File: src/rtl/fpu_pkg.sv
// Shared definitions for the FPU issue path.
//  - XLEN/OP_W defaults used by the issue controller
//  - FPU opcode encodings seen on in_FPU_Op
//  - issue-controller FSM state type
package fpu_pkg;

  localparam int unsigned XLEN_DEF = 32;
  localparam int unsigned OP_W_DEF = 5;

  localparam logic [4:0] FPU_OP_FADD    = 5'd0;
  localparam logic [4:0] FPU_OP_FSUB    = 5'd1;
  localparam logic [4:0] FPU_OP_FMUL    = 5'd2;
  localparam logic [4:0] FPU_OP_FDIV    = 5'd3;
  localparam logic [4:0] FPU_OP_FSQRT   = 5'd4;
  localparam logic [4:0] FPU_OP_FCVT_SW = 5'd5;
  localparam logic [4:0] FPU_OP_FCVT_WS = 5'd6;

  typedef enum logic [1:0] {
    ST_IDLE  = 2'd0,
    ST_ISSUE = 2'd1,
    ST_WAIT  = 2'd2,
    ST_DONE  = 2'd3
  } fsm_state_t;

endpackage

File: src/rtl/fpu_watchdog.sv
// Watchdog for a hung FPU.
//  clk, rst_n : clock, asynchronous active-low reset
//  clr        : zero the counter (issue cycle)
//  en         : count one waiting cycle
//  at_limit   : counter has reached TIMEOUT_CYC-1; an enabled cycle now is the last allowed
//  err        : sticky timeout flag, cleared only by reset
module fpu_watchdog #(
  parameter int unsigned TIMEOUT_CYC = 64,
  parameter int unsigned CNT_W       = 7
) (
  input  logic clk,
  input  logic rst_n,
  input  logic clr,
  input  logic en,
  output logic at_limit,
  output logic err
);

  logic [CNT_W-1:0] cnt;

  assign at_limit = (cnt == CNT_W'(TIMEOUT_CYC - 1));

  always_ff @(posedge clk or negedge rst_n) begin
    if (!rst_n) begin
      cnt <= '0;
      err <= 1'b0;
    end else begin
      if (clr) begin
        cnt <= '0;
      end else if (en) begin
        cnt <= cnt + 1'b1;
      end
      if (en && at_limit) begin
        err <= 1'b1;
      end
    end
  end

endmodule

File: src/rtl/fpu_issue_ctrl.sv
// EX-stage initiator for the FPU core handshake.
// Latches one FPU instruction, pulses fpu_start, freezes the pipeline while the
// FPU is busy, then returns a single write-back beat. Flush and watchdog expiry
// both mark the in-flight result as killed so the beat is suppressed.
//  in_Clk, in_Rst_N              : clock, asynchronous active-low reset
//  ex_valid/ex_fpu_op/ex_rs1/ex_rs2/ex_int_in/ex_rd : instruction from EX
//  flush                         : kill the in-flight instruction
//  fpu_start/fpu_op/fpu_rs1/fpu_rs2/fpu_int : request to FPU
//  fpu_data/fpu_stall            : response from FPU
//  stall_o                       : freeze upstream pipeline
//  wb_valid/wb_data/wb_rd/wb_zero: write-back beat
//  err_timeout                   : sticky watchdog flag
module fpu_issue_ctrl
  import fpu_pkg::*;
#(
  parameter int unsigned XLEN        = XLEN_DEF,
  parameter int unsigned OP_W        = OP_W_DEF,
  parameter int unsigned TIMEOUT_CYC = 64,
  parameter int unsigned CNT_W       = 7
) (
  input  logic            in_Clk,
  input  logic            in_Rst_N,
  input  logic            ex_valid,
  input  logic [OP_W-1:0] ex_fpu_op,
  input  logic [XLEN-1:0] ex_rs1,
  input  logic [XLEN-1:0] ex_rs2,
  input  logic [XLEN-1:0] ex_int_in,
  input  logic [4:0]      ex_rd,
  input  logic            flush,
  output logic            fpu_start,
  output logic [OP_W-1:0] fpu_op,
  output logic [XLEN-1:0] fpu_rs1,
  output logic [XLEN-1:0] fpu_rs2,
  output logic [XLEN-1:0] fpu_int,
  input  logic [XLEN-1:0] fpu_data,
  input  logic            fpu_stall,
  output logic            stall_o,
  output logic            wb_valid,
  output logic [XLEN-1:0] wb_data,
  output logic [4:0]      wb_rd,
  output logic            wb_zero,
  output logic            err_timeout
);

  fsm_state_t state_q, state_d;
  logic       kill_q, kill_d;
  logic [4:0] rd_q;
  logic       accept, capture;
  logic       wd_clr, wd_en, wd_at_limit;

  fpu_watchdog #(
    .TIMEOUT_CYC (TIMEOUT_CYC),
    .CNT_W       (CNT_W)
  ) u_watchdog (
    .clk      (in_Clk),
    .rst_n    (in_Rst_N),
    .clr      (wd_clr),
    .en       (wd_en),
    .at_limit (wd_at_limit),
    .err      (err_timeout)
  );

  always_ff @(posedge in_Clk or negedge in_Rst_N) begin
    if (!in_Rst_N) begin
      state_q <= ST_IDLE;
      kill_q  <= 1'b0;
      rd_q    <= '0;
      fpu_op  <= '0;
      fpu_rs1 <= '0;
      fpu_rs2 <= '0;
      fpu_int <= '0;
      wb_data <= '0;
      wb_rd   <= '0;
      wb_zero <= 1'b0;
    end else begin
      state_q <= state_d;
      kill_q  <= kill_d;
      if (accept) begin
        fpu_op  <= ex_fpu_op;
        fpu_rs1 <= ex_rs1;
        fpu_rs2 <= ex_rs2;
        fpu_int <= ex_int_in;
        rd_q    <= ex_rd;
      end
      // wb_zero is registered alongside wb_data so it tracks the captured value
      // while still reading 0 out of reset.
      if (capture) begin
        wb_data <= fpu_data;
        wb_rd   <= rd_q;
        wb_zero <= (fpu_data == '0);
      end
    end
  end

  always_comb begin
    state_d   = state_q;
    kill_d    = kill_q;
    accept    = 1'b0;
    capture   = 1'b0;
    wd_clr    = 1'b0;
    wd_en     = 1'b0;
    fpu_start = 1'b0;
    stall_o   = 1'b0;
    wb_valid  = 1'b0;
    unique case (state_q)
      ST_IDLE: begin
        if (ex_valid && !flush) begin
          accept  = 1'b1;
          state_d = ST_ISSUE;
        end
      end
      ST_ISSUE: begin
        fpu_start = 1'b1;
        stall_o   = 1'b1;
        wd_clr    = 1'b1;
        if (flush) kill_d = 1'b1;
        state_d = ST_WAIT;
      end
      ST_WAIT: begin
        stall_o = 1'b1;
        if (flush) kill_d = 1'b1;
        // Killed results still drain through the capture path; only the
        // write-back strobe is withheld. Only busy cycles age the watchdog.
        if (!fpu_stall) begin
          capture = 1'b1;
          state_d = ST_DONE;
        end else begin
          wd_en = 1'b1;
          if (wd_at_limit) begin
            kill_d  = 1'b1;
            state_d = ST_DONE;
          end
        end
      end
      ST_DONE: begin
        wb_valid = !kill_q && !flush;
        kill_d   = 1'b0;
        state_d  = ST_IDLE;
      end
      default: state_d = ST_IDLE;
    endcase
  end

endmodule

File: config.mk
export PLATFORM = sky130hd
export DESIGN_NAME = fpu_issue_ctrl
export DESIGN_NICKNAME = d
export VERILOG_FILES = /design/src/rtl/fpu_pkg.sv /design/src/rtl/fpu_watchdog.sv /design/src/rtl/fpu_issue_ctrl.sv
export SDC_FILE = /design/constraint.sdc
export NUM_CORES = 1
export LEC_CHECK = 0
export CAP_MARGIN = 20
export CORE_MARGIN = 1.5
export CORE_UTILIZATION = 37
export CTS_CLUSTER_DIAMETER = 120
export DETAILED_ROUTE_END_ITERATION = 10
export GPL_ROUTABILITY_DRIVEN = 0
export PLACE_DENSITY = 0.84
export SYNTH_ARGS = -nofsm -noshare
export SYNTH_HDL_FRONTEND = slang
export SYNTH_HIERARCHICAL = 1
export SYNTH_SLANG_ARGS = --single-unit
File: constraint.sdc
create_clock -name in_Clk -period 1.5 [get_ports in_Clk]
set_input_delay 0.45 -clock in_Clk [delete_from_list [all_inputs] [get_ports in_Clk]]
set_output_delay 0.45 -clock in_Clk [all_outputs]
set_load 0.02 [all_outputs]
==> metrics.txt <==
total gr overflow 0; Yosys top cell area share 0.629; Final Cycle Share 1.20; #FFs+latches synth 155; Synth Area in XOR/XNOR 0.00568; peak supply drop between 1 and 1.5 mV; GR Util All Layers 0.222; FILL cells 1163; power share of the clock group 0.192; status finished with violations; top_reg_cell synth dfrtp_1; DRC violation total after the first TritonRoute iteration 109; later-pin clock latency in the skew report 0.42 ns; final instance area 0.0105 mm²; largest net degree at the start of global routing 40; Die ar. 0.0174 mm²; final core utilization 0.640; Crit Path Class flip-flop to output pin; Port Buffer Count about 290; Post-Synthesis Cells 372; fraction of layout cells with a size suffix above 1 0.559; dominant cell by count in the synthesized netlist dfrtp_1; HPWL after detailed placement about 12 mm; EDFF count, synth 0; max_cap viols 0; Static Leakage 0.00516 µW; # DRC 0; ys async rst share 1.00; IO Pins 286; Worst setup SP type flip-flop; Die Ht approximately 130 µm; worst hold start u_watchdog/err; simple-gate share of the synthesized area 0.0331; Sequential Power Share 0.330; Synth cell types 30; CTS tree built; Worst EP required 1.05 ns; Hold EP u_watchdog/err; CTS Buf Count 17; TritonRoute pass-1 iters 4; Register-to-Register Path Depth 8; initial antenna violation count 0; largest family of logic cells by synthesized area multiplexers; top post-synthesis cells by area dfrtp_1 63%, mux2_2 19%, mux2_4 9.7%; CTS Buffer Depth 2; Worst Path Max Fanout 3; Final Hold Fails 0; Slew @ Worst Pin 0.442 ns; Adder-Cell Fraction of Synth Area 0.0122; WL final 18.8 mm; Int Power 14300 µW; flop-to-flop setup slack -0.21 ns; H-tree depth 4; Placement Setup Slack -0.650 ns; synth cell count leaders 155 x dfrtp_1, 104 x mux2_2, 40 x mux2_4; via count 4634; Final min period 1.80 ns; Synth area leader dfrtp_1; Sw Share 0.361; PwrDens between 2000 and 2500 mW/mm²; vias in the first global route about 5400; Detail Route Antenna Nets 0; yosys warns 6; average cell area after synthesis 16.6 µm²; Final WS setup -0.298 ns; # rows 47; Critical Path AT around 1.4 ns; register area share after synthesis 0.629; max-slew violation count 0; CTS sink count 155; Crit. End Element output pin; logic gate share of total power 0.478; syn_nets 521; vias per cell approximately 4.8; Synth Area in Compound Gates 0.00832; Syn-to-layout area delta 70.2%; min-delay worst type flip-flop to flip-flop; P_sw 8080 µW; mux contribution to synthesized area 0.291; Antenna diodes 0; Initial Util 0.376; failing checks negative setup slack; WL/cell between 15 and 20 µm; RR Startpoint state_q[1]; FF-to-FF End wb_data[25]; Core ar. 0.0164 mm²; die width 132 µm; Final Net Count just under 900; final setup fails 154; clock root buffer clkbuf_16; first-pass GRT wire length 29.6 mm; hold depth 1; clk slew on worst S/H paths 0.06 ns; Slew HR 0.705; Max Clock Skew 0.00955 ns; fmax between 500 and 600 MHz; synthesized area 0.00616 mm²; hold slack 0.463 ns; RSZ-0062 raised after global routing yes; post-placement cell area roughly 0.0096 mm²
-- final cells by class --
| class | instances | area [µm²] | area share |
|---|---|---|---|
| Sequential cell | 155 | 3880 | 0.370 |
| Clock inverter | 10 | 115 | 0.0110 |
| Tap cell | 220 | 275 | 0.0262 |
| Multi-Input combinational cell | 197 | 2420 | 0.231 |
| Clock buffer | 21 | 480 | 0.0458 |
| Timing Repair Buffer | 366 | 3310 | 0.315 |
| Inverter | 4 | 15.0 | 0.00143 |
-- repair_timing --
action,in CTS,in global routing
pin swaps,10,13
endpoints found under the hold margin,31,0
gates resized for setup,643,52
gates cloned,15,1
setup endpoints to repair,289,160
setup buffers,21,12
hold buffers,1,0
-- per-layer routing --
layer | part of all wire | vias up | GRT usage
li1 | - | 2069 | -
met1 | 0.38 | 2330 | 0.241
met2 | 0.53 | 193 | 0.398
met3 | 0.060 | 42 | 0.0642
met4 | 0.030 | 0 | 0.105
met5 | 0 | - | 0
-- cells by family after synthesis --
group,after synthesis
flops,155
mux,146
simple gates,33
buf+inv,20
compound gates,8
fa+ha+maj,6
xor+xnor,4
-- state kept, by name, summed over array words and instances (netlist names), 2 cells and up --
| register | count |
|---|---|
| fpu_int | 32 |
| fpu_op | 5 |
| fpu_rs1 | 32 |
| fpu_rs2 | 32 |
| rd_q | 5 |
| state_q | 2 |
| u_watchdog/cnt | 7 |
| wb_data | 32 |
| wb_rd | 5 |
-- worst max-delay path: stages (launching register included) --
cell and delay (ns):
dfrtp_1 0.41, ha_2 0.20, inv_2 0.04, nor3_2 0.11, buf_4 0.17
-- worst max-delay path by stage --
| stage | startpoint | to | cells after the start |
|---|---|---|---|
| 2_1_floorplan | state_q[1] | wb_valid | 3 |
| 3_3_place_gp | flush | wb_valid | 3 |
| 3_5_place_dp | flush | wb_valid | 3 |
| 4_1_cts | state_q[1] | wb_valid | 4 |
| 5_1_grt | state_q[1] | wb_valid | 4 |
| 6_report | state_q[1] | wb_valid | 4 |
-- layout by cell type (no fill, tap or decap), types with 2 or more instances in the layout --
master	Yosys	routed
dfrtp_1	155	155
clkdlybuf4s50_1	0	140
buf_2	10	140
mux2_4	40	82
mux2_2	104	62
buf_4	1	33
buf_12	0	21
clkbuf_16	0	18
buf_6	5	14
buf_16	0	9
nor4_1	8	8
nor2_1	7	7
buf_8	0	6
nand4_1	4	4
clkbuf_8	0	4
inv_2	0	3
ha_4	0	3
clkinvlp_4	0	3
clkinv_2	0	3
xor2_1	3	3
nand2b_1	3	2
mux2i_1	2	2
nand2_2	1	2
ha_1	6	2
bufinv_16	0	2
or3_4	0	2
a21oi_2	0	2
-- per-stage QoR --
step	setup TNS (ns)	power (µW)	instances
finish	-17.53	22400	973
global placement	-65.98	17800	901
global route	-24.04	23500	973
floorplan	-0.0115	12800	372
CTS	-18.67	22100	969
detailed placement	-70.23	18300	901
-- power by group through the flow --
stage	Sequential, µW	Clock, µW	Combinational [µW]
after floorplan	9600	0	3160
after global placement	7250	0	10600
after detailed placement	7430	0	10800
after CTS	7340	4410	10300
after global routing	7620	4600	11300
final	7390	4310	10700
(Power assumes the default switching activity.)
